### src/rtl/mult_sched.sv
// mult_sched: arbitrates two requesters onto one shared add/shift multiplier
// datapath and sequences its control strobes for ITER iterations per product.
module mult_sched #(
  parameter int unsigned ITER = 8
) (
  input  logic       Clk,
  input  logic       Reset,
  input  logic [1:0] Req,
  input  logic       M,
  output logic [1:0] Grant,
  output logic       Sel,
  output logic       Clr_ld,
  output logic       Add,
  output logic       Sub,
  output logic       Shift,
  output logic [1:0] Done,
  output logic       Busy
);

  localparam int unsigned CW = (ITER > 1) ? $clog2(ITER) : 1;
  localparam logic [CW-1:0] LAST = CW'(ITER - 1);

  typedef enum logic [2:0] {
    IDLE,
    LOAD,
    ADDS,
    SHFT,
    DONE
  } state_t;

  state_t        state;
  state_t        state_nxt;
  logic [CW-1:0] cnt;
  // Requester served most recently; a tie on Req=11 goes to the other one.
  logic          last_sel;
  logic          win;

  // Round-robin winner among the current requests (only used in IDLE).
  always_comb begin
    win = 1'b0;
    unique case (Req)
      2'b01:   win = 1'b0;
      2'b10:   win = 1'b1;
      2'b11:   win = ~last_sel;
      default: win = 1'b0;
    endcase
  end

  // State register.
  always_ff @(posedge Clk) begin
    if (!Reset) begin
      state <= IDLE;
    end else begin
      state <= state_nxt;
    end
  end

  // Iteration counter, grant/select registers and round-robin pointer.
  always_ff @(posedge Clk) begin
    if (!Reset) begin
      cnt      <= '0;
      Grant    <= '0;
      Sel      <= 1'b0;
      last_sel <= 1'b1;
    end else begin
      unique case (state)
        IDLE: begin
          if (Req != 2'b00) begin
            Sel      <= win;
            last_sel <= win;
            Grant    <= win ? 2'b10 : 2'b01;
          end
        end
        LOAD: cnt <= '0;
        SHFT: begin
          if (cnt != LAST) begin
            cnt <= cnt + 1'b1;
          end
        end
        DONE: Grant <= '0;
        default: ;
      endcase
    end
  end

  // Next-state logic and state-decoded datapath controls; M only gates Add/Sub.
  always_comb begin
    state_nxt = state;
    Clr_ld    = 1'b0;
    Add       = 1'b0;
    Sub       = 1'b0;
    Shift     = 1'b0;
    Done      = '0;
    Busy      = (state != IDLE);
    unique case (state)
      IDLE: begin
        if (Req != 2'b00) begin
          state_nxt = LOAD;
        end
      end
      LOAD: begin
        Clr_ld    = 1'b1;
        state_nxt = ADDS;
      end
      ADDS: begin
        if (cnt == LAST) begin
          Sub = M;
        end else begin
          Add = M;
        end
        state_nxt = SHFT;
      end
      SHFT: begin
        Shift     = 1'b1;
        state_nxt = (cnt == LAST) ? DONE : ADDS;
      end
      DONE: begin
        Done      = Sel ? 2'b10 : 2'b01;
        state_nxt = IDLE;
      end
      default: state_nxt = IDLE;
    endcase
  end

endmodule

### config.mk
export PLATFORM = sky130hd
export DESIGN_NAME = mult_sched
export DESIGN_NICKNAME = d
export VERILOG_FILES = /design/src/rtl/mult_sched.sv
export SDC_FILE = /design/constraint.sdc
export NUM_CORES = 1
export LEC_CHECK = 0
export CELL_PAD_IN_SITES_DETAIL_PLACEMENT = 1
export CELL_PAD_IN_SITES_GLOBAL_PLACEMENT = 1
export CORE_ASPECT_RATIO = 1.2
export CORE_UTILIZATION = 31
export CTS_BUF_LIST = sky130_fd_sc_hd__clkbuf_4
export DETAILED_ROUTE_END_ITERATION = 10
export PLACE_DENSITY = 0.83
export RECOVER_POWER = 100
export REMOVE_ABC_BUFFERS = 1
export SYNTH_ARGS = -nofsm -noshare
export SYNTH_HDL_FRONTEND = slang
export SYNTH_SLANG_ARGS = --single-unit
### constraint.sdc
create_clock -name Clk -period 1.2 [get_ports Clk]
set_input_delay 0.18 -clock Clk [delete_from_list [all_inputs] [get_ports Clk]]
set_output_delay 0.18 -clock Clk [all_outputs]
set_load 0.05 [all_outputs]
# ---- Word level (Yosys, flattened, before mapping)
# Index checks and enable logic that the tools add are counted.
dict set report totals {
  register_bits 10
  output_inout_bits 10
  input_bits 5
}
dict set report classes {
  n_bitwise 1
  eq_ne 10
  n_mux 17
  reduce_logical 8
  add_sub_neg 1
}
# operator n
set ops {}
lappend ops {{3-bit one-hot mux with 4 select lines} 1}
lappend ops {{3-bit 2-to-1 mux} 3}
lappend ops {{2-bit 2-to-1 mux} 4}
lappend ops {{3-bit by 2-bit equality test with 1-bit output (second input constant)} 2}
lappend ops {{3-bit equality test (second input constant)} 2}
lappend ops {{1-bit 2-to-1 mux} 6}
lappend ops {{3-bit one-hot mux with 2 select lines} 1}
lappend ops {{2-bit AND reduction} 3}
lappend ops {{2-bit nonzero test} 3}
lappend ops {{2-bit equality test (second input constant)} 2}
lappend ops {{2-bit inequality test (second input constant)} 2}
lappend ops {{2-bit one-hot mux with 2 select lines} 1}
lappend ops {{3-bit by 1-bit adder with 3-bit output (second input constant)} 1}
lappend ops {{3-bit by 1-bit equality test with 1-bit output (second input constant)} 1}
lappend ops {{3-bit logical NOT} 1}
lappend ops {{3-bit inequality test (second input constant)} 1}
lappend ops {{3-bit nonzero test} 1}
lappend ops {{1-bit one-hot mux with 2 select lines} 1}
lappend ops {{1-bit NOT} 1}

# ---- Longest topological paths before layout
# Gate-level depths: netlist of run 1.
dict set report depth {
  depth_word 5
  ltp_mapped 6
}

# ---- Worst setup path after synthesis of run 1
# Ideal clock, no wire load.
dict set report synth_timing {
  path_type {flip-flop to output port}
  from {register cnt[0]}
  to {output port Add}
  path_slack_ns -0.978
  path_stages_with_launch 5
  path_buffers 1
  required_ns 1.020
  arrival_ns 1.998
  cell_sequence {dfxtp_1 > ha_1 > ha_1 > buf_4 > nor3b_1}
}
dict set report synth_between {
  elab_chain_len 3
}
# element line
set synth_lines {}
lappend synth_lines {{from (decl)} 33} ;# logic [CW-1:0] cnt;
lappend synth_lines {{from (signal assigned)} 77} ;# cnt <= cnt + 1'b1;
lappend synth_lines {{3-bit equality test} 106} ;# if (cnt == LAST) begin
lappend synth_lines {{1-bit 2-to-1 mux} 106}
lappend synth_lines {{1-bit 2-to-1 mux} 95} ;# unique case (state)
lappend synth_lines {{to (decl)} 13} ;# output logic Add,
# Every way passes these cells.

# ---- Final worst setup path of run 1
# Same ends and word-level chain as after synthesis.

==> results of run 1 <==
-- worst max-delay path by stage --
| stage | from | end | slack (ns) | cells after the start |
|---|---|---|---|---|
| floorplan | cnt[0]$_SDFFE_PN0P_ | Add | -0.96 | 3 |
| global placement | cnt[0]$_SDFFE_PN0P_ | cnt[0]$_SDFFE_PN0P_ | -0.19 | 6 |
| detailed placement | cnt[0]$_SDFFE_PN0P_ | cnt[0]$_SDFFE_PN0P_ | -0.23 | 6 |
| CTS | cnt[1]$_SDFFE_PN0P_ | Add | -0.31 | 5 |
| global route | cnt[0]$_SDFFE_PN0P_ | Add | -0.40 | 5 |
| finish | cnt[0]$_SDFFE_PN0P_ | Add | -0.36 | 5 |
-- area by class of cell --
class	instances	area (um2)
multi-input combinational	46	440
timing repair buffer	42	427
inverter	1	3.75
tap	18	22.5
sequential	10	211
fill	174	514
clock buffer	3	22.5
-- repair_timing --
action | CTS | global route
endpoints found under the setup margin | 13 | 16
setup buffers | 7 | 3
pin swaps | 9 | 7
gates resized for setup | 37 | 11
hold buffers | 0 | 0
-- kinds of logic after synthesis --
kind of cell / after synthesis / share of synthesized area [%]
DFF: 10 / 37.0
buffers and inverters: 6 / 7.17
and+or+nand+nor: 27 / 28.5
adders and majority gates: 2 / 4.63
AOI/OAI and AO/OA: 17 / 22.7
-- registers in the layout, summed over array words and instances (netlist names) --
name and count:
last_sel 1, Grant 2, cnt 3, Sel 1, state 3
-- synthesized netlist by cell type, drive strengths merged, types with 2 or more instances --
cell type	n	area (um2)
nand2	9	33.8
a21boi	2	15.0
nor3	2	21.3
and3	2	12.5
a22oi	2	20.0
o22ai	3	18.8
buf	4	31.3
o21ai	2	10.0
nor2b	4	25.0
ha	2	25.0
nor2	4	15.0
dfxtp	10	200
a21oi	3	15.0
-- worst max-delay path: stages (launching register included) --
cell     delay, ns
dfxtp_2       0.35
ha_4          0.17
ha_4          0.16
nor3b_2       0.15
buf_4         0.14
buf_12        0.12
-- where the power goes --
group	switching (mW)	leakage [nW]	internal [mW]
combinational	0.194	0.385	0.184
sequential	0.0331	0.0846	0.351
clock	0.146	0.0138	0.117
total	0.373	0.483	0.652
-- cells in the final DEF (no fill, tap or decap), types with 2 or more instances in the layout --
cell             netlist  routed
buf_4                  2      19
nand2_1                9       7
buf_12                 0       7
buf_6                  1       7
dfxtp_1               10       5
clkbuf_4               0       4
clkdlybuf4s50_1        0       4
nor2b_4                0       3
nor2_4                 0       3
o22ai_1                3       3
dfxtp_2                0       3
and3_4                 0       2
a21oi_1                3       2
ha_4                   0       2
clkbuf_2               0       2
clkbuf_1               1       2
dfxtp_4                0       2
-- through the flow --
stage	total power, mW	instances	cell area [um2]	util, %
after floorplan	0.514	57	505	-
after global placement	0.684	109	918	55.9
after detailed placement	0.693	109	918	55.9
after CTS	0.987	118	1120	68.1
after global routing	1.06	120	1130	68.7
final	1.02	120	1130	68.7
-- layer usage --
layer  up-vias  share of wire, %  global-route usage, %
li1        306                 -                      -
met1       336                40                   33.1
met2        23                53                   49.7
met3         8               3.4                   5.12
met4         0               3.9                   15.2
met5         -                 0                      0
==> results.md, run 1 <==
- Clock slew at reported path FFs: 0.08 ns
- Cells on Worst Hold Path: 2
- Arrival @ worst endpoint: 1.38 ns
- Final Hold Viols: 0
- Global-route wire length before repair: 3480 um
- R2r startpoint: cnt[0]$_SDFFE_PN0P_
- Post-DRT Antenna Nets: 0
- Status: finished with violations
- #FFs+latches synth: 10
- Setup Skew: 0.00348 ns
- HP Class: reg -> reg
- Headroom to the max-slew limit: 74.6%
- Setup TNS Final: -2.77 ns
- Worst-Skew Late Latency: 0.29 ns
- Pre-Repair DR Iteration Count: 4
- Drt initial violations: 15
- EDFF count, synth: 0
- Placement Setup Slack: -0.231 ns
- Slew @ Worst Pin: 0.378 ns
- Crit Path Class: reg -> out
- FP Rows: 16
- GR Overflow Total: 0
- Final Critical Period: 1.56 ns
- Required time of the critical path: 1.02 ns
- Core Area: 1640 um2
- Lkg Pwr: 0.483 nW
- DR DRC count: 0
- Die X: 40.1 um
- CTS Buffer Depth: 2
- Synth unique cells: 31
- Final period util: 130%
- Asr flop ratio synth: 0%
- R2R Setup Slk: -0.21 ns
- Synth warn: 0
- Die H: 47.7 um
- Final Net Count: 111
- Cells after Synth: 62
- F_max: 641 MHz
- Failing checks: negative setup slack
- CP Launch Type: flip-flop
- Min setup slack post-route: -0.360 ns
- Final WL: 2760 um
- Avg Synthesized Cell Area: 8.72 um2
- FF-to-FF End: cnt[0]$_SDFFE_PN0P_
- FF-to-FF path depth: 6
- RSZ-0062 raised after global routing: true
- Pwr dens: 909 nW/um2
- Max-slew violation count: 0
- Clk root buf: clkbuf_4
- Synth Cell Area: 541 um2
- Top FF cell, synth: dfxtp_1
- Vias in the first global route: 705
- Hold slack: 0.513 ns
- Hold path start: Grant[1]$_SDFFE_PN0P_
- Die ar.: 1920 um2
- PortBufs: 14
- Largest net degree at the start of global routing: 9
- Sequential area share after synthesis: 37.0%
- Area Growth Syn to Fin: 109%
- Initial antenna violation count: 0
- IO Pins: 15
- Hold EP: Grant[1]$_SDFFE_PN0P_
- # diodes: 0
- Final GP Congestion: 0.722
- TritonCTS Sinks: 10
- CTS tree: yes
- CTS H-Tree Depth: 1
- Detail Placement HPWL: 1290 um
- Final setup viols: 17
- Via Count: 673
- Layout cells sized above 1: 64.7%
- CTS Buf Count: 3
- Vias/cell: 5.61
- Starting Density: 32.9%
- Worst vdd ir: 913 uV
- Crit path max fanout: 3
- GR Util All Layers: 28.8%
- Average wire per standard cell: 23.0 um
- MaxCap Viol Count: 0
- CP endpoint kind: output port
Power figures use the tool's default switching activity.
==> inputs of run 2 (changes only) <==
Settings changed: CORE_ASPECT_RATIO 1.2 to default, CORE_UTILIZATION 31 to 38, PLACE_DENSITY 0.83 to 0.94.
Clock period 1.2 ns to 2 ns, I/O delays scaled along.
==> run 2 against run 1 <==
The run now ends clean. Non-clock buffer count decreased by 27. Register-to-register slack improved by 0.79 ns. Sequential power decreased by 41%. Highest routed layer unchanged.
==> results.md, run 2 (synthesis gave the netlist of run 1 again) <==
- M3 GR Usage: 3.41% (was 5.12%)
- Final WL: 1320 um (was 2760 um)
- Top flop regs: cnt x3, state x3, Grant x2 (unchanged)
- Final instance count without filler cells: 91 (was 120)
- Die H: 39.7 um (was 47.7 um)
- HP Class: reg -> reg (unchanged)
- Clock slew at reported path FFs: 0.07 ns (was 0.08 ns)
- CP endpoint kind: output port (unchanged)
- Final setup viols: 0 (was 17)
- Layout cells sized above 1: 18.4% (was 64.7%)
- Max-slew violation count: 0 (unchanged)
- GR Util met1: 22.3% (was 33.1%)
- Headroom to the max-slew limit: 66.1% (was 74.6%)
- Final Hold Viols: 0 (unchanged)
- Die ar.: 1580 um2 (was 1920 um2)
- RSZ-0062 raised after global routing: false (was true)
- Largest net degree at the start of global routing: 13 (was 9)
- FP Rows: 13 (was 16)
- Most frequent cells in the layout: dfxtp_1 (10), nand2_1 (9), dlygate4sd3_1 (5), clkbuf_2 (5) (was buf_4 (19), nand2_1 (7), buf_12 (7), buf_6 (7), dfxtp_1 (5))
- Vias in the first global route: 442 (was 705)
- Worst-Skew Late Latency: 0.27 ns (was 0.29 ns)
- IO Pins: 15 (unchanged)
- Pwr dens: 709 nW/um2 (was 909 nW/um2)
- Fillers: 151 (was 174)
- Initial antenna violation count: 0 (unchanged)
- F_max: 536 MHz
- TritonCTS Sinks: 10 (unchanged)
- Arrival @ worst endpoint: 1.57 ns (was 1.38 ns)
- Core Area: 1320 um2 (was 1640 um2)
- Crit Path Class: reg -> out (unchanged)
- MaxCap Viol Count: 0 (unchanged)
- Pre-Repair DR Iteration Count: 3 (was 4)
- Via Count: 515 (was 673)
- Clk root buf: clkbuf_4 (unchanged)
- Detail Placement HPWL: 1010 um (was 1290 um)
- CTS H-Tree Depth: 1 (unchanged)
- Slew @ Worst Pin: 0.507 ns (was 0.378 ns)
- Required time of the critical path: 1.70 ns (was 1.02 ns)
- Area Growth Syn to Fin: 28.9% (was 109%)
- PortBufs: 14 (unchanged)
- Area of placed instances: 704 um2 (was 918 um2)
- GRT Max-Usage Layer: met2 (unchanged)
- # diodes: 0 (unchanged)
- GR Util All Layers: 18.6% (was 28.8%)
- Status: finished clean (was finished with violations)
- Crit path max fanout: 10 (was 3)
- Most common cell after layout, fill and taps aside: dfxtp_1 (was buf_4)
- Min setup slack post-route: 0.133 ns (was -0.360 ns)
- Starting Density: 41.0% (was 32.9%)
- CP Launch Type: flip-flop (unchanged)
- Cells after DPL: 87 (was 109)
- Final Net Count: 84 (was 111)
- CTS Buf Count: 3 (unchanged)
- CTS tree: yes (unchanged)
- Final Critical Period: 1.87 ns
- Final Cell Area: 697 um2 (was 1130 um2)
- Lkg Pwr: 0.299 nW (was 0.483 nW)
- Met2 Use GR: 30.7% (was 49.7%)
- Global-route wire length before repair: 1900 um (was 3480 um)
- Fin util: 52.9% (was 68.7%)
- Average wire per standard cell: 14.5 um (was 23.0 um)
- Final period util: 93.3%
- CTS Buffer Depth: 2 (unchanged)
- Post-DRT Antenna Nets: 0 (unchanged)
- R2R Setup Slk: 0.58 ns (was -0.21 ns)
- Setup TNS Final: 0 ns (was -2.77 ns)
- GR Overflow Total: 0 (unchanged)
- Hold slack: 0.491 ns (was 0.513 ns)
- Setup Skew: 0.0112 ns (was 0.00348 ns)
- Worst vdd ir: 349 uV (was 913 uV)
- Die X: 39.7 um (was 40.1 um)
- Placement Setup Slack: 0.250 ns (was -0.231 ns)
- Power, Total: 0.494 mW (was 1.02 mW)
- Postcts setup bufs: 0 (was 7)
- Vias/cell: 5.66 (was 5.61)
- Drt initial violations: 6 (was 15)
- DR DRC count: 0 (unchanged)
- Final GP Congestion: 0.695 (was 0.722)
[run 2: cell type report]
| type | count | area [um2] | area share [%] |
|---|---|---|---|
| inverters | 1 | 3.75 | 0.539 |
| clock inverters | 1 | 3.75 | 0.539 |
| well taps | 15 | 18.8 | 2.69 |
| clock buffers | 3 | 22.5 | 3.23 |
| flip-flops and latches | 10 | 200 | 28.7 |
| repair buffers | 15 | 139 | 19.9 |
| multi-input cells | 46 | 309 | 44.3 |
[run 2: worst max-delay path, stage by stage, from the launching register on]
cell and delay, ns:
dfxtp_1 0.38, ha_1 0.17, ha_2 0.29, nand2_1 0.09, nor2_1 0.21, buf_12 0.17
[run 2: metal layers]
| layer | up-vias | share of wire (%) |
|---|---|---|
| li1 | 252 | - |
| met1 | 250 | 44 |
| met2 | 10 | 52 |
| met3 | 3 | 1.7 |
| met4 | 0 | 2.0 |
| met5 | - | 0 |
[run 2: final timing paths]
kind,start,end,cells past startpoint
worst max-delay path,cnt[0]$_SDFFE_PN0P_,Sub,5
worst max register to register,cnt[0]$_SDFFE_PN0P_,cnt[0]$_SDFFE_PN0P_,5
worst min register to register,Grant[1]$_SDFFE_PN0P_,Grant[1]$_SDFFE_PN0P_,2
worst min-delay path,Grant[1]$_SDFFE_PN0P_,Grant[1]$_SDFFE_PN0P_,2
[run 2: what timing repair did]
item                                    CTS  global route
endpoints found under the setup margin    1             1
hold buffers                              0             0
pin swaps                                 0             0
gates cloned                              0             0
gates resized for setup                   1             1
[run 2: report_power, final]
group	switching [mW]	leakage [nW]	internal, mW
registers	0.0151	0.0820	0.211
clock network	0.0742	0.0154	0.0722
logic	0.0796	0.201	0.0421
==> inputs of run 3 (changes only) <==
Settings changed: CORE_MARGIN from default to 10.
==> run 3 against run 2 <==
Sequential power is essentially flat. Largest cell class unchanged. Clock-buffer cell count is the same. Design area increased by 1.8%. Non-clock buffer count stayed put. Cell count is the same. Global-route usage decreased by 8.9 points. Die area is 110% higher. Wire length increased by 12%. Worst setup slack better by 0.016 ns. Sequential share of layout area shrank 0.51 points. Largest power group unchanged. Utilization is 0.95 points higher.
==> results.md, run 3 (synthesis gave the netlist of run 1 again) <==
- Largest net degree at the start of global routing: 13 (unchanged)
- Final GP Congestion: 0.760 (was 0.695)
- R2R Setup Slk: 0.58 ns (about the same)
- IO Pins: 15 (unchanged)
- Post-DRT Antenna Nets: 0 (unchanged)
- Via Count: 503 (was 515)
- Vias/cell: 5.53 (was 5.66)
- Final period util: 92.5% (was 93.3%)
- Core Area: 1320 um2 (unchanged)
- Worst vdd ir: 414 uV (was 349 uV)
- Top flop regs: cnt x3, state x3, Grant x2 (unchanged)
- Multi-input logic area: 322 um2 (was 309 um2)
- GR Util All Layers: 9.78% (was 18.6%)
- Clk root buf: clkbuf_4 (unchanged)
- Clock slew at reported path FFs: 0.07 ns (about the same)
- Headroom to the max-slew limit: 65.9% (was 66.1%)
- Cells after DPL: 87 (unchanged)
- Final Net Count: 84 (unchanged)
- Pwr dens: 703 nW/um2 (was 709 nW/um2)
- Starting Density: 41.0% (unchanged)
- TritonCTS Sinks: 10 (unchanged)
- Register area: 200 um2 (unchanged)
- Final Hold Viols: 0 (unchanged)
- Fillers: 153 (was 151)
- FF-to-FF End: cnt[0]$_SDFFE_PN0P_ (unchanged)
- Most common cell after layout, fill and taps aside: dfxtp_1 (unchanged)
- Met3 routed WL: 73 um (was 22 um)
- HP Class: reg -> reg (unchanged)
- CP endpoint kind: output port (unchanged)
- Routed wl met2: 670 um (was 685 um)
- CTS Buf Count: 3 (unchanged)
- Global-route wire length before repair: 2500 um (was 1900 um)
- Status: finished clean (unchanged)
- Initial antenna violation count: 0 (unchanged)
- Crit Path Class: reg -> out (unchanged)
- Max-slew violation count: 0 (unchanged)
- Arrival @ worst endpoint: 1.55 ns (was 1.57 ns)
- Die X: 57.7 um (was 39.7 um)
- CP Launch Type: flip-flop (unchanged)
- Lkg Pwr: 0.299 nW (about the same)
- Final instance count without filler cells: 91 (unchanged)
- Slew @ Worst Pin: 0.510 ns (was 0.507 ns)
- # diodes: 0 (unchanged)
- F_max: 540 MHz (was 536 MHz)
- Crit path capture: Add (was Sub)
- CTS Buffer Depth: 2 (unchanged)
- DRT met1 WL: 701 um (was 587 um)
- Area Growth Syn to Fin: 31.3% (was 28.9%)
- Final Critical Period: 1.85 ns (was 1.87 ns)
- Worst-Skew Late Latency: 0.27 ns (about the same)
- R2r startpoint: cnt[0]$_SDFFE_PN0P_ (unchanged)
- FP Rows: 13 (unchanged)
- DR DRC count: 0 (unchanged)
- Most frequent cells in the layout: dfxtp_1 (10), nand2_1 (9), dlygate4sd3_1 (5), clkbuf_2 (5), nor2b_1 (4) (was dfxtp_1 (10), nand2_1 (9), dlygate4sd3_1 (5), clkbuf_2 (5))
- Vias in the first global route: 531 (was 442)
- Required time of the critical path: 1.70 ns (about the same)
- Die H: 57.7 um (was 39.7 um)
- Final setup viols: 0 (unchanged)
- Uppermost layer routed: met4 (unchanged)
- Hold slack: 0.489 ns (was 0.491 ns)
- Average wire per standard cell: 16.3 um (was 14.5 um)
- Detail Placement HPWL: 1120 um (was 1010 um)
- GR Overflow Total: 0 (unchanged)
- Power, Total: 0.499 mW (was 0.494 mW)
- Drt initial violations: 7 (was 6)
- Setup Skew: 0.000346 ns (was 0.0112 ns)
- MaxCap Viol Count: 0 (unchanged)
- Setup TNS Final: 0 ns (unchanged)
- Critical Path Source: cnt[0]$_SDFFE_PN0P_ (unchanged)
- Final WL: 1490 um (was 1320 um)
- Crit path max fanout: 10 (unchanged)
- CTS H-Tree Depth: 1 (unchanged)
- Die ar.: 3330 um2 (was 1580 um2)
- Layout cells sized above 1: 19.7% (was 18.4%)
- RSZ-0062 raised after global routing: false (unchanged)
- CTS tree: yes (unchanged)
- PortBufs: 14 (unchanged)
- Pre-Repair DR Iteration Count: 4 (was 3)
- FF-to-FF path depth: 5 (unchanged)
## run 3: cell count changes in the layout (fill, tap and decap cells not counted)
cell    previous run  this run
nor2_2             0         1
nor2_1             4         3
ha_4               0         1
ha_2               1         0
## run 3: timing repair
item,in CTS,in global routing
hold buffers,0,0
resized for setup,2,2
endpoints found under the setup margin,2,1
buffers inserted,0,0
## run 3: routing by layer
metal  global-route usage (%)  vias to the layer above
met2                     14.6                       10
li1                         -                      255
met3                     5.01                        5
met5                        0                        -
met1                     10.4                      233
met4                     7.05                        0
## run 3: final cells by class
type / count / share of cell area (%)
Sequential cell: 10 / 28.2
Clock inverter: 1 / 0.529
Inverter: 1 / 0.529
Tap cell: 15 / 2.65
Multi-Input combinational cell: 46 / 45.3
Timing Repair Buffer: 15 / 19.6
Clock buffer: 3 / 3.17
## run 3: power breakdown
group / total (mW) / switching (mW) / internal [mW]
Clock: 0.151 / 0.0783 / 0.0724
Sequential: 0.226 / 0.0148 / 0.211
Combinational: 0.122 / 0.0800 / 0.0421
## run 3: stage by stage
step	util (%)	area (um2)	setup WS, ns
floorplan	-	505	-0.280
global placement	53.5	704	0.353
detailed placement	53.5	704	0.253
CTS	56.0	738	0.0733
global route	53.8	709	0.0490
finish	53.8	709	0.149
## run 3: how the worst min path moves through the flow
stage / from / endpoint / depth (start not counted)
3_5_place_dp: Grant[0]$_SDFFE_PN0P_ / Grant[0]$_SDFFE_PN0P_ / 1
3_3_place_gp: Grant[0]$_SDFFE_PN0P_ / Grant[0]$_SDFFE_PN0P_ / 1
2_1_floorplan: Reset / last_sel$_SDFFE_PN1P_ / 1
6_report: Grant[0]$_SDFFE_PN0P_ / Grant[0]$_SDFFE_PN0P_ / 1
5_1_grt: Grant[0]$_SDFFE_PN0P_ / Grant[0]$_SDFFE_PN0P_ / 1
4_1_cts: Grant[0]$_SDFFE_PN0P_ / Grant[0]$_SDFFE_PN0P_ / 1
## run 3: critical path, cell delays in order, from the launching register on
cell,delay [ns]
dfxtp_1,0.34
ha_1,0.24
ha_4,0.21
nor3b_2,0.18
clkbuf_2,0.30
